**src/rtl/hazard_scoreboard_unit.sv**
```systemverilog
// rtl/hazard_scoreboard_unit.sv - forwarding/stall controller with internal in-flight tag tracking
//
// Purpose: tracks destination tags of instructions issued past ID in a FWD_STAGES-deep
// shift register. For the instruction in ID, it picks the youngest matching producer
// for each source operand, and it stalls when that producer is a load whose result is
// not usable yet.
//
// Ports:
//   clk, reset_n             clock, asynchronous active-low reset
//   id_valid                 valid instruction in ID
//   id_rs/id_rt              source registers; id_use_rs/id_use_rt qualify them
//   id_rd/id_reg_write       destination register and its write enable
//   id_is_load               ID instruction is a load
//   ex_flush                 squash the ID instruction (taken branch/jump)
//   stall                    hold PC and IF/ID, bubble into stage 1
//   fwa/fwb                  operand select: 0 = regfile, k = stage k
//   stall_cnt                stall cycle counter (HAZ_PERF_CNT_EN), else tied to 0
//
// Optional feature macro: HAZ_PERF_CNT_EN (saturating stall counter).

module hazard_scoreboard_unit #(
  parameter int REG_AW     = 4,
  parameter int FWD_STAGES = 3,
  parameter int LOAD_LAT   = 1,
  parameter int CNT_W      = 16,
  parameter int FW_W       = $clog2(FWD_STAGES + 1)
) (
  input  logic              clk,
  input  logic              reset_n,
  input  logic              id_valid,
  input  logic [REG_AW-1:0] id_rs,
  input  logic [REG_AW-1:0] id_rt,
  input  logic              id_use_rs,
  input  logic              id_use_rt,
  input  logic [REG_AW-1:0] id_rd,
  input  logic              id_reg_write,
  input  logic              id_is_load,
  input  logic              ex_flush,
  output logic              stall,
  output logic [FW_W-1:0]   fwa,
  output logic [FW_W-1:0]   fwb,
  output logic [CNT_W-1:0]  stall_cnt
);

  // Index i holds stage k = i+1 (index 0 is EX, top index retires).
  logic [FWD_STAGES-1:0] v_q, v_d;
  logic [FWD_STAGES-1:0] ld_q, ld_d;
  logic [REG_AW-1:0]     rd_q [FWD_STAGES];
  logic [REG_AW-1:0]     rd_d [FWD_STAGES];

  logic            haz_a, haz_b;
  logic [FW_W-1:0] fwa_c, fwb_c;
  logic            stall_c;

  // Youngest-producer select: scan oldest to youngest so the smallest k wins.
  always_comb begin
    fwa_c = '0;
    fwb_c = '0;
    haz_a = 1'b0;
    haz_b = 1'b0;
    for (int i = FWD_STAGES - 1; i >= 0; i--) begin
      if (id_valid && id_use_rs && v_q[i] && (rd_q[i] == id_rs)) begin
        fwa_c = FW_W'(i + 1);
        haz_a = ld_q[i] && ((i + 1) <= LOAD_LAT);
      end
      if (id_valid && id_use_rt && v_q[i] && (rd_q[i] == id_rt)) begin
        fwb_c = FW_W'(i + 1);
        haz_b = ld_q[i] && ((i + 1) <= LOAD_LAT);
      end
    end
    stall_c = id_valid && !ex_flush && (haz_a || haz_b);
  end

  assign stall = stall_c;
  assign fwa   = fwa_c;
  assign fwb   = fwb_c;

  // Older stages always shift, even while stalling or flushing, so a load hazard
  // clears on its own once the load moves past LOAD_LAT.
  always_comb begin
    v_d[0]  = id_valid && id_reg_write && !stall_c && !ex_flush;
    ld_d[0] = id_is_load;
    rd_d[0] = id_rd;
    for (int i = 1; i < FWD_STAGES; i++) begin
      v_d[i]  = v_q[i-1];
      ld_d[i] = ld_q[i-1];
      rd_d[i] = rd_q[i-1];
    end
  end

  always_ff @(posedge clk or negedge reset_n) begin
    if (!reset_n) begin
      v_q  <= '0;
      ld_q <= '0;
      for (int i = 0; i < FWD_STAGES; i++) begin
        rd_q[i] <= '0;
      end
    end else begin
      v_q  <= v_d;
      ld_q <= ld_d;
      for (int i = 0; i < FWD_STAGES; i++) begin
        rd_q[i] <= rd_d[i];
      end
    end
  end

`ifdef HAZ_PERF_CNT_EN
  logic [CNT_W-1:0] cnt_q, cnt_d;

  // Saturates at all-ones; only reset clears it.
  always_comb begin
    cnt_d = cnt_q;
    if (stall_c && (cnt_q != '1)) begin
      cnt_d = cnt_q + CNT_W'(1);
    end
  end

  always_ff @(posedge clk or negedge reset_n) begin
    if (!reset_n) begin
      cnt_q <= '0;
    end else begin
      cnt_q <= cnt_d;
    end
  end

  assign stall_cnt = cnt_q;
`else
  assign stall_cnt = '0;
`endif

endmodule
```
**config.mk**
```make
export PLATFORM = sky130hd
export DESIGN_NAME = hazard_scoreboard_unit
export DESIGN_NICKNAME = d
export VERILOG_FILES = /design/src/rtl/hazard_scoreboard_unit.sv
export SDC_FILE = /design/constraint.sdc
export NUM_CORES = 1
export LEC_CHECK = 0
export BUFFER_PORTS_ARGS = -buffer_cell sky130_fd_sc_hd__buf_2
export CAP_MARGIN = 10
export CORE_ASPECT_RATIO = 1.2
export CORE_MARGIN = 3
export CORE_UTILIZATION = 40
export CTS_CLUSTER_DIAMETER = 120
export CTS_CLUSTER_SIZE = 40
export DETAILED_ROUTE_END_ITERATION = 8
export PLACE_DENSITY_LB_ADDON = 0.08
export SLEW_MARGIN = 10
export SYNTH_ARGS = -nofsm -noshare
export SYNTH_HDL_FRONTEND = slang
export SYNTH_SLANG_ARGS = --single-unit
```
**constraint.sdc**
```tcl
create_clock -name clk -period 1.5 [get_ports clk]
set_input_delay 0.225 -clock clk [delete_from_list [all_inputs] [get_ports clk]]
set_output_delay 0.225 -clock clk [all_outputs]
set_load 0.005 [all_outputs]
```
==> results.txt <==
Violated checks = negative setup slack
Result of the run = finished, violations left
Largest net degree at the start of global routing = 17
Switching share of total power = 0.260
Gate Count Post-Synth = 82
Cell Int Power = 0.000671 W
Buffer cell driving the clock tree root = sky130_fd_sc_hd__clkbuf_4
Crit start category = flip-flop
Count of unresolved DRC violations after routing = 0
Unrepaired setup endpoints after global routing = yes
Average instance area after synthesis = 10.9 µm²
Total iterations of the first detailed-routing run = 4
Critical Path AT = 1.73 ns
CP required = 1.27 ns
Largest buffer count on any clock path = 2
Max IR drop VDD = 0.560 mV
Share of post-route cells with drive strength above 1 = 0.375
Total count of hold-check failures in the final report = 0
Yosys top cell area share = 0.446
Final critical-path share of the clock period = 1.31
Crit path buf inv count = 1
Most common cell after layout, fill and taps aside = sky130_fd_sc_hd__buf_2
Critical setup path kind = flip-flop to output port
Power Density = 804 nW/µm²
Worst path cell trace = xor2_1, or4_4, a21oi_2, buf_2
Clock share of power = 0.317
Sinks on Clock Net = 16
Post-synthesis cell area = 897 µm²
Share of the yosys chip area belonging to registers = 0.446
Ports placed on the boundary = 41
Via count = 671
Leakage power = 0.530 nW
Setup violations, final = 5
Slowest-stage cell, CP = sky130_fd_sc_hd__or4_4
Crit path max-delay family = simple AND/OR/NAND/NOR gates
Count of final max-slew check failures = 0
RD Place Congestion = 0.795
Buffers on Ports = 24
Die Ht = 57.9 µm
Element type at the critical path end = output port
Gr usage total = 0.133
Number of distinct library cells after synthesis = 17
Max-Cap Viols = 0
Max Freq = 511 MHz
Post-place setup slack = -0.122 ns
Wirelength per Cell = 12.0 µm
Cell types with the largest area share after synthesis = sky130_fd_sc_hd__dfrtp_1 45%, sky130_fd_sc_hd__buf_4 13%, sky130_fd_sc_hd__xnor2_1 12%
Sequential power share = 0.520
First DRT Iteration DRCs = 12
Relative area change from synthesis to final layout = 25.8%
Die span in x = 49.2 µm
Commonest cells after routing, fill and taps aside = 24 x sky130_fd_sc_hd__buf_2, 16 x sky130_fd_sc_hd__conb_1, 16 x sky130_fd_sc_hd__dfrtp_1
Global-route wire length before repair = 2800 µm
Biggest cell delay along the critical path = 0.55 ns
Combinational share of power = 0.163
Core footprint = 2090 µm²
Power dissipated by switching net loads = 0.000236 W
Number of buffers added by the clock tree synthesis step = 3
CP Max Fanout = 3
Number of synthesized register bits = 16
Path category of the worst min-delay check = primary input to flip-flop
Depth of the CTS H-tree = 1
Clock Pin Slew Worst Setup and Hold Paths = 0.10 ns
TritonCTS clock tree = done
Tot Pwr = 0.000907 W
Die area = 2850 µm²
Ratio of routed vias to standard cells = 4.47
Sum of overflow across all layers after global routing = 0
Worst-Skew Late Latency = 0.29 ns
Final Skew = 0.00181 ns
Layout Nets = 141
Fill cells = 197
Overall routed net length = 1810 µm
Number of warnings printed during yosys synthesis = 0
Antenna violations before repair = 0
Number of global-route vias before repair = 678
Clock period minus worst slack = 1.96 ns
Worst setup slack after layout = -0.459 ns
Largest area contributor in the netlist = sky130_fd_sc_hd__dfrtp_1
Count of standard-cell rows = 18
Final antenna diode count = 0
Post-detail-place hpwl = 1460 µm
Starting utilization of the core area = 0.428
Antenna violation net count after detailed routing = 0
Cell area after placement = 1050 µm²
Post-layout instance area = 1130 µm²
layer usage:
layer | GRT usage | wire, µm | up-vias
met5 | 0 | 0 | -
met4 | 0.0732 | 57 | 0
met3 | 0.0386 | 111 | 6
met2 | 0.239 | 936 | 27
met1 | 0.140 | 702 | 313
li1 | - | - | 325
synthesized netlist by cell type:
master	n
sky130_fd_sc_hd__nand3_1	2
sky130_fd_sc_hd__nand4_1	6
sky130_fd_sc_hd__buf_4	16
sky130_fd_sc_hd__nor2_1	2
sky130_fd_sc_hd__conb_1	1
sky130_fd_sc_hd__xnor2_1	12
sky130_fd_sc_hd__a21oi_2	2
sky130_fd_sc_hd__or4_1	2
sky130_fd_sc_hd__o22ai_1	3
sky130_fd_sc_hd__dfrtp_1	16
sky130_fd_sc_hd__nand2_1	1
sky130_fd_sc_hd__xor2_1	12
sky130_fd_sc_hd__nor4_1	2
sky130_fd_sc_hd__or4_4	2
sky130_fd_sc_hd__nor2b_1	1
sky130_fd_sc_hd__and3_1	1
sky130_fd_sc_hd__a21oi_1	1
final timing paths:
| kind | start | endpoint | slack [ns] | cells after the start |
|---|---|---|---|---|
| setup / recovery | rd_d[1]$_DFF_PN0_ | fwb[1] | -0.46 | 4 |
| setup reg to reg | rd_d[4]$_DFF_PN0_ | v_q[0]$_DFF_PN0_ | 0.26 | 5 |
| max in group asynchronous | reset_n | rd_d[3]$_DFF_PN0_ | 0.86 | 2 |
| hold reg to reg | v_q[1]$_DFF_PN0_ | v_q[2]$_DFF_PN0_ | 0.42 | 0 |
| hold / removal | id_rd[1] | rd_d[5]$_DFF_PN0_ | 0.03 | 1 |
| min in group asynchronous | reset_n | v_q[2]$_DFF_PN0_ | 0.38 | 2 |
worst register-to-register path: cells and delay by family (launching register included):
kind	cells	cell delay, ns
flip-flops	1	0.42
XOR/XNOR	1	0.17
AO/OA/AOI/OAI	2	0.27
AND/OR/NAND/NOR	1	0.15
buffers and inverters	1	0.13
final cells by class:
cell class	instances	area, µm²	share of cell area
Tap cell	30	37.5	0.0333
Sequential cell	16	400	0.355
Multi-Input combinational cell	65	449	0.398
Timing Repair Buffer	35	205	0.182
Clock buffer	4	36.3	0.0322
stage by stage:
step	TNS, ns	cells	util	hold slack, ns
after floorplan	0	97	-	-0.0706
after global placement	-0.297	143	0.502	0.166
after detailed placement	-0.340	143	0.502	0.161
after CTS	-1.89	148	0.527	0.0262
after global routing	-2.27	150	0.539	0.0212
final	-1.81	150	0.539	0.0345
cells by family (layout without fill, tap and decap cells):
group	after synthesis	count (layout)	synth area share
xor+xnor	24	24	0.234
simple gates	19	19	0.135
flops	16	16	0.446
buf+inv	16	39	0.134
compound gates	6	6	0.0460
other cells	1	16	0.00418
state kept, by name (all words and copies together), names as in the netlist:
signal  count
rd_d        8
rd_q        4
v_q         3
ld_q        1
timing repair:
item / 4_1_cts / 5_1_grt
hold buffers: 1 / 0
setup endpoints to repair: 5 / 5
cloned: 0 / 0
pin swaps: 2 / 10
endpoints found under the hold margin: 16 / 0
setup buffers: 0 / 2
gates resized for setup: 1 / 2
power by group through the flow:
stage | clock [W] | sequential, W | combinational [W]
after floorplan | 0 | 0.000476 | 0.0000971
after global placement | 0 | 0.000480 | 0.000139
after detailed placement | 0 | 0.000481 | 0.000140
after CTS | 0.000298 | 0.000473 | 0.000143
after global routing | 0.000316 | 0.000475 | 0.000162
final | 0.000287 | 0.000472 | 0.000148
(Power assumes the default switching activity.)
